==> src/rtl/mem_arbiter_pkg.sv <==
// Shared types and helpers for the shrv32 RAM arbiter: access sizes, FSM
// states, grant owners and the byte-lane enable decoder.
package shrv32_mem_pkg;

  typedef enum logic [1:0] {
    SZ_B = 2'd0,
    SZ_H = 2'd1,
    SZ_W = 2'd2
  } size_e;

  typedef enum logic {
    ST_IDLE = 1'b0,
    ST_BUSY = 1'b1
  } state_e;

  typedef enum logic {
    OWN_I = 1'b0,
    OWN_D = 1'b1
  } owner_e;

  // Everything the response cycle needs to know about the accepted access.
  typedef struct packed {
    owner_e     owner;
    logic       err;
    logic       wen;
    logic       uns;
    logic [1:0] size;
    logic [1:0] off;
  } pend_t;

  function automatic logic [3:0] byteena_f(input logic [1:0] size, input logic [1:0] off);
    logic [3:0] be;
    case (size)
      SZ_B:    be = 4'b0001 << off;
      SZ_H:    be = 4'b0011 << off;
      SZ_W:    be = 4'hF;
      default: be = 4'h0;
    endcase
    return be;
  endfunction

endpackage

==> src/rtl/mem_arbiter_load_align.sv <==
// Load-data aligner: moves the addressed lane(s) of the RAM word down to bit 0
// and sign- or zero-extends them to 32 bits.
module mem_load_align
  import shrv32_mem_pkg::*;
(
  input  logic [31:0] ram_q_i,
  input  logic [1:0]  off_i,
  input  logic [1:0]  size_i,
  input  logic        unsigned_i,
  output logic [31:0] data_o
);

  logic [31:0] shifted;
  assign shifted = ram_q_i >> {off_i, 3'b000};

  always_comb begin
    data_o = 32'h0;
    case (size_i)
      SZ_B:    data_o = unsigned_i ? {24'h0, shifted[7:0]}
                                   : {{24{shifted[7]}}, shifted[7:0]};
      SZ_H:    data_o = unsigned_i ? {16'h0, shifted[15:0]}
                                   : {{16{shifted[15]}}, shifted[15:0]};
      SZ_W:    data_o = shifted;
      default: data_o = 32'h0;
    endcase
  end

endmodule

==> src/rtl/mem_arbiter.sv <==
// Shares the single RAM port between fetch and load/store, one access per two
// cycles. Define MEM_ARBITER_RR_EN for round-robin ties; otherwise data wins.
module mem_arbiter
  import shrv32_mem_pkg::*;
#(
  parameter int RAM_AW = 8
) (
  input  logic        clock,
  input  logic        reset,
  input  logic        i_valid,
  output logic        i_ready,
  input  logic [31:0] i_addr,
  output logic        i_rsp_valid,
  output logic [31:0] i_rsp_data,
  output logic        i_rsp_err,
  input  logic        d_valid,
  output logic        d_ready,
  input  logic [31:0] d_addr,
  input  logic        d_wen,
  input  logic [1:0]  d_size,
  input  logic        d_unsigned,
  input  logic [31:0] d_wdata,
  output logic        d_rsp_valid,
  output logic [31:0] d_rsp_data,
  output logic        d_rsp_err,
  output logic [31:0] ram_address,
  output logic [3:0]  ram_byteena,
  output logic [31:0] ram_data,
  output logic        ram_wren,
  input  logic [31:0] ram_q
);

  state_e state_q, state_d;
  pend_t  pend_q, pend_d;

  logic i_err, d_err;
  assign i_err = (|i_addr[31:RAM_AW+2]) | (|i_addr[1:0]);
  assign d_err = (|d_addr[31:RAM_AW+2]) | (d_size == 2'd3)
               | ((d_size == SZ_H) & d_addr[0])
               | ((d_size == SZ_W) & (|d_addr[1:0]));

  logic tie_dat;
`ifdef MEM_ARBITER_RR_EN
  owner_e last_q;
  assign tie_dat = (last_q == OWN_I);
`else
  assign tie_dat = 1'b1;
`endif

  logic gnt_dat, gnt_ins;
  assign gnt_dat = (state_q == ST_IDLE) & d_valid & (~i_valid | tie_dat);
  assign gnt_ins = (state_q == ST_IDLE) & i_valid & ~gnt_dat;
  assign d_ready = gnt_dat;
  assign i_ready = gnt_ins;

  always_comb begin
    state_d     = state_q;
    pend_d      = pend_q;
    ram_address = 32'h0;
    ram_byteena = 4'h0;
    ram_data    = 32'h0;
    ram_wren    = 1'b0;
    case (state_q)
      ST_IDLE: begin
        if (gnt_dat) begin
          state_d     = ST_BUSY;
          pend_d      = '{owner: OWN_D, err: d_err, wen: d_wen, uns: d_unsigned,
                          size: d_size, off: d_addr[1:0]};
          ram_address = {{(32-RAM_AW){1'b0}}, d_addr[RAM_AW+1:2]};
          if (!d_err) begin
            ram_byteena = byteena_f(d_size, d_addr[1:0]);
            ram_data    = d_wdata << {d_addr[1:0], 3'b000};
            ram_wren    = d_wen;
          end
        end else if (gnt_ins) begin
          state_d     = ST_BUSY;
          pend_d      = '{owner: OWN_I, err: i_err, wen: 1'b0, uns: 1'b0,
                          size: SZ_W, off: 2'd0};
          ram_address = {{(32-RAM_AW){1'b0}}, i_addr[RAM_AW+1:2]};
          ram_byteena = i_err ? 4'h0 : 4'hF;
        end
      end
      ST_BUSY: state_d = ST_IDLE;
      default: state_d = ST_IDLE;
    endcase
  end

  always_ff @(posedge clock or posedge reset) begin
    if (reset) begin
      state_q <= ST_IDLE;
      pend_q  <= '0;
    end else begin
      state_q <= state_d;
      pend_q  <= pend_d;
    end
  end

`ifdef MEM_ARBITER_RR_EN
  always_ff @(posedge clock or posedge reset) begin
    if (reset) begin
      last_q <= OWN_I;
    end else if (gnt_dat) begin
      last_q <= OWN_D;
    end else if (gnt_ins) begin
      last_q <= OWN_I;
    end
  end
`endif

  logic [31:0] load_data;
  mem_load_align u_align (
    .ram_q_i    (ram_q),
    .off_i      (pend_q.off),
    .size_i     (pend_q.size),
    .unsigned_i (pend_q.uns),
    .data_o     (load_data)
  );

  // Response data is only exposed during the pulse, and forced to 0 for errors and stores.
  logic busy;
  assign busy        = (state_q == ST_BUSY);
  assign i_rsp_valid = busy & (pend_q.owner == OWN_I);
  assign d_rsp_valid = busy & (pend_q.owner == OWN_D);
  assign i_rsp_err   = i_rsp_valid & pend_q.err;
  assign d_rsp_err   = d_rsp_valid & pend_q.err;
  assign i_rsp_data  = (i_rsp_valid & ~pend_q.err) ? ram_q : 32'h0;
  assign d_rsp_data  = (d_rsp_valid & ~pend_q.err & ~pend_q.wen) ? load_data : 32'h0;

endmodule

==> config.mk <==
export PLATFORM = sky130hd
export DESIGN_NAME = mem_arbiter
export DESIGN_NICKNAME = d
export VERILOG_FILES = /design/src/rtl/mem_arbiter_pkg.sv /design/src/rtl/mem_arbiter_load_align.sv /design/src/rtl/mem_arbiter.sv
export SDC_FILE = /design/constraint.sdc
export NUM_CORES = 1
export LEC_CHECK = 0
export ABC_AREA = 0
export BUFFER_PORTS_ARGS = -buffer_cell sky130_fd_sc_hd__buf_2
export CORE_AREA = 3 3 104 106
export DETAILED_ROUTE_END_ITERATION = 10
export DIE_AREA = 0 0 107 109
export MAX_ROUTING_LAYER = met4
export PLACE_DENSITY = 0.68
export SYNTH_ARGS = -nofsm -noshare
export SYNTH_HDL_FRONTEND = slang
export SYNTH_HIERARCHICAL = 1
export SYNTH_SLANG_ARGS = --single-unit
==> constraint.sdc <==
create_clock -name clock -period 7.8 [get_ports clock]
set_clock_uncertainty 0.15 [all_clocks]
set_input_delay 1.56 -clock clock [delete_from_list [all_inputs] [get_ports clock]]
set_output_delay 1.56 -clock clock [all_outputs]
set_load 0.02 [all_outputs]
==> results.sh <==
export IMPL_yosysSeqAreaShare_pct=7.89
export IMPL_post_route_period_util_pct=76.1
export IMPL_cpLargestDelayFamily="simple AND/OR/NAND/NOR gates"
export IMPL_drt_wl_total_um=11400
export IMPL_dp_cells=751
export IMPL_ant_nets=0
export IMPL_grt_max_degree=41
export IMPL_grtUsageMet2_pct=34.1
export IMPL_synth_top_area_share_pct=14.9
export IMPL_cts_root_buffer="clkbuf_8"
export IMPL_synth_common_cells="and2_1 (68), mux2i_1 (28), buf_4 (27)"
export IMPL_cp_end_kind="output pin"
export IMPL_clk_latency_ns=0.23
export IMPL_final_hold_violation_count=0
export IMPL_design_area_sq_mm=0.00408
export IMPL_yosys_area_top_type="and2_1"
export IMPL_initial_core_util_pct=28.9
export IMPL_ys_flop_type="dfrtp_1"
export IMPL_use_met3_pct=1.78
export IMPL_yosys_top_cells_area="and2_1 (15%), mux2i_1 (9.8%), dfrtp_1 (7.9%)"
export IMPL_max_freq_mhz=169
export IMPL_worstPathCellList="buf_2 > or2_2 > o2bb2ai_1 > or4_1 > a22oi_1 > buf_2"
export IMPL_hold_path_class="reg2reg"
export IMPL_dr_first_iter_drc_count=117
export IMPL_drc_errors=0
export IMPL_internal_power_mw=0.201
export IMPL_die_w_um=107
export IMPL_power_frac_seq_pct=16.3
export IMPL_p_leak_nw=2.26
export IMPL_use_met1_pct=19.7
export IMPL_numCtsBuffers=3
export IMPL_setup_viol=0
export IMPL_fin_nets=759
export IMPL_synth_edf_count=0
export IMPL_ctsHoldBuffers=0
export IMPL_maxSlewHeadroom_pct=14.9
export IMPL_setup_tns_ns=0
export IMPL_cts_sinks=9
export IMPL_place_gp_congestion=0.859
export IMPL_synth_cell_type_count=50
export IMPL_cp_common_cell="buf_2"
export IMPL_cts_tree="built"
export IMPL_antenna_cells=0
export IMPL_power_frac_comb_pct=70.5
export IMPL_cp_start_kind="primary input"
export IMPL_vias=3681
export IMPL_critPathBufInv=2
export IMPL_core_sq_mm=0.00986
export IMPL_synth_seq_cells=9
export IMPL_cap_viol_max_count=0
export IMPL_cts_resized=0
export IMPL_die_area_sq_mm=0.0117
export IMPL_crit_arrival_ns=4.22
export IMPL_fin_cells=755
export IMPL_clkPwrFrac_pct=13.1
export IMPL_via_per_inst=4.88
export IMPL_cp_slowest_cell="or4_1"
export IMPL_busiest_layer="met2"
export IMPL_ys_async_sr_fraction_pct=100
export IMPL_p_sw_mw=0.196
export IMPL_status="complete, no violations"
export IMPL_crit_required_ns=6.09
export IMPL_worst_pin_slew_ns=1.28
export IMPL_fp_dieH_um=109
export IMPL_synth_most_common_cell="and2_1"
export IMPL_slew_violations=0
export IMPL_power_density_mw_per_mm2=97.5
export IMPL_min_period_ns=5.93
export IMPL_avgSynthCellArea_sq_um=7.16
export IMPL_antenna_found_initial=0
export IMPL_post_cts_buffers=0
export IMPL_wire_per_inst_um=15.0
export IMPL_grt_pass1_wl_um=16600
export IMPL_cpPeakStageDelay_ns=1.00
export IMPL_first_pass_iters=5
export IMPL_netlist_instances=399
export IMPL_rows=36
export IMPL_rsz0062_at_grt="no"
export IMPL_grt_use_total_pct=17.9
export IMPL_portBuffers=250
export IMPL_path_clk_slew_ns=0.04
export IMPL_critPathKind="in2out"
export IMPL_placedInstanceArea_sq_mm=0.00403
export IMPL_dpl_hpwl_um=9670
export IMPL_cp_max_fo=38
export IMPL_io_pins=275
export IMPL_synth_warnings=6
export IMPL_area_growth_pct=42.7
export IMPL_syn_cell_area_sq_mm=0.00286
export IMPL_overflow=0
export IMPL_sw_frac_of_total_pct=49.4
export IMPL_clock_path_buffers=2
export IMPL_ir_drop_v=0.0000627
export IMPL_htreeDepth=1
export IMPL_final_layout_size_suffix_gt1_share_pct=46.3
export IMPL_grt_pass1_vias=3431
routing by layer:
metal  vias to the layer above  part of all wire (%)
met5                         -                     0
met3                        19                   7.9
met4                         0                   2.3
li1                       1802                     -
met1                      1643                    38
met2                       217                    52
worst paths after layout:
| kind | cells after the start | to | from | slack (ns) |
|---|---|---|---|---|
| setup / recovery | 6 | ram_byteena[3] | d_addr[1] | 1.87 |
| hold / removal | 1 | pend_q[0] | pend_q[0] | 0.37 |
| setup reg to reg | 3 | pend_q[5] | busy | 6.28 |
| hold reg to reg | 1 | pend_q[0] | pend_q[0] | 0.37 |
| max in group asynchronous | 2 | pend_q[3] | reset | 6.12 |
| min in group asynchronous | 2 | pend_q[7] | reset | 1.13 |
cells by family (layout without fill, tap and decap cells):
group	Yosys count	count (layout)	synth area share (%)
compound gates	88	88	23.4
xor+xnor	3	3	0.920
buf+inv	78	278	15.4
flops	9	9	7.89
mux	33	33	13.8
other cells	1	24	0.131
simple gates	187	187	38.5
cell usage in the layout, fill, tap and decap left out, drive strengths merged, types with 2 or more instances in the layout:
cell type  count
buf          254
and2          68
mux2i         29
nor2          25
nand2         24
conb          24
a211oi        24
nor3          21
nor2b         20
inv           19
a22o          13
o21ai         13
a21oi         12
nor4           9
dfrtp          9
o31ai          8
a22oi          7
mux4           4
o22ai          4
or4            4
clkbuf         4
or2            4
nor3b          3
nand2b         2
a31oi          2
and3           2
xnor2          2
o41ai          2
power by group through the flow:
| stage | sequential (mW) | combinational [mW] | clock (mW) |
|---|---|---|---|
| finish | 0.0650 | 0.280 | 0.0522 |
| global route | 0.0662 | 0.306 | 0.0576 |
| CTS | 0.0648 | 0.280 | 0.0538 |
| detailed placement | 0.0655 | 0.280 | 0 |
| global placement | 0.0653 | 0.277 | 0 |
| floorplan | 0.0596 | 0.206 | 0 |
cell type report:
type / instances / area (sq um)
Multi-Input combinational cell: 335 / 2280
Timing Repair Buffer: 254 / 1280
Tap cell: 133 / 166
Inverter: 20 / 75.1
Clock buffer: 4 / 45.0
Fill cell: 1044 / 5790
Sequential cell: 9 / 225
registers in the layout (all words and copies together) (netlist names):
register  count
pend_q        8
busy          1
stage by stage:
stage                     util (%)  hold slack, ns  setup slack, ns  power [mW]
final                         41.3           0.365             1.87       0.397
after global routing          41.3           0.379             1.65       0.430
after CTS                     41.3           0.365             1.90       0.399
after detailed placement      40.9           0.355             1.91       0.345
after global placement        40.9           0.354             2.02       0.342
after floorplan                  -           0.311             2.55       0.266
worst reg2reg max path, stage by stage, from the launching register on:
cell and delay (ns):
dfrtp_1 0.42, nand2b_1 0.25, inv_1 0.42, a22o_1 0.23
No activity file was read; power rests on OpenSTA's default activity.
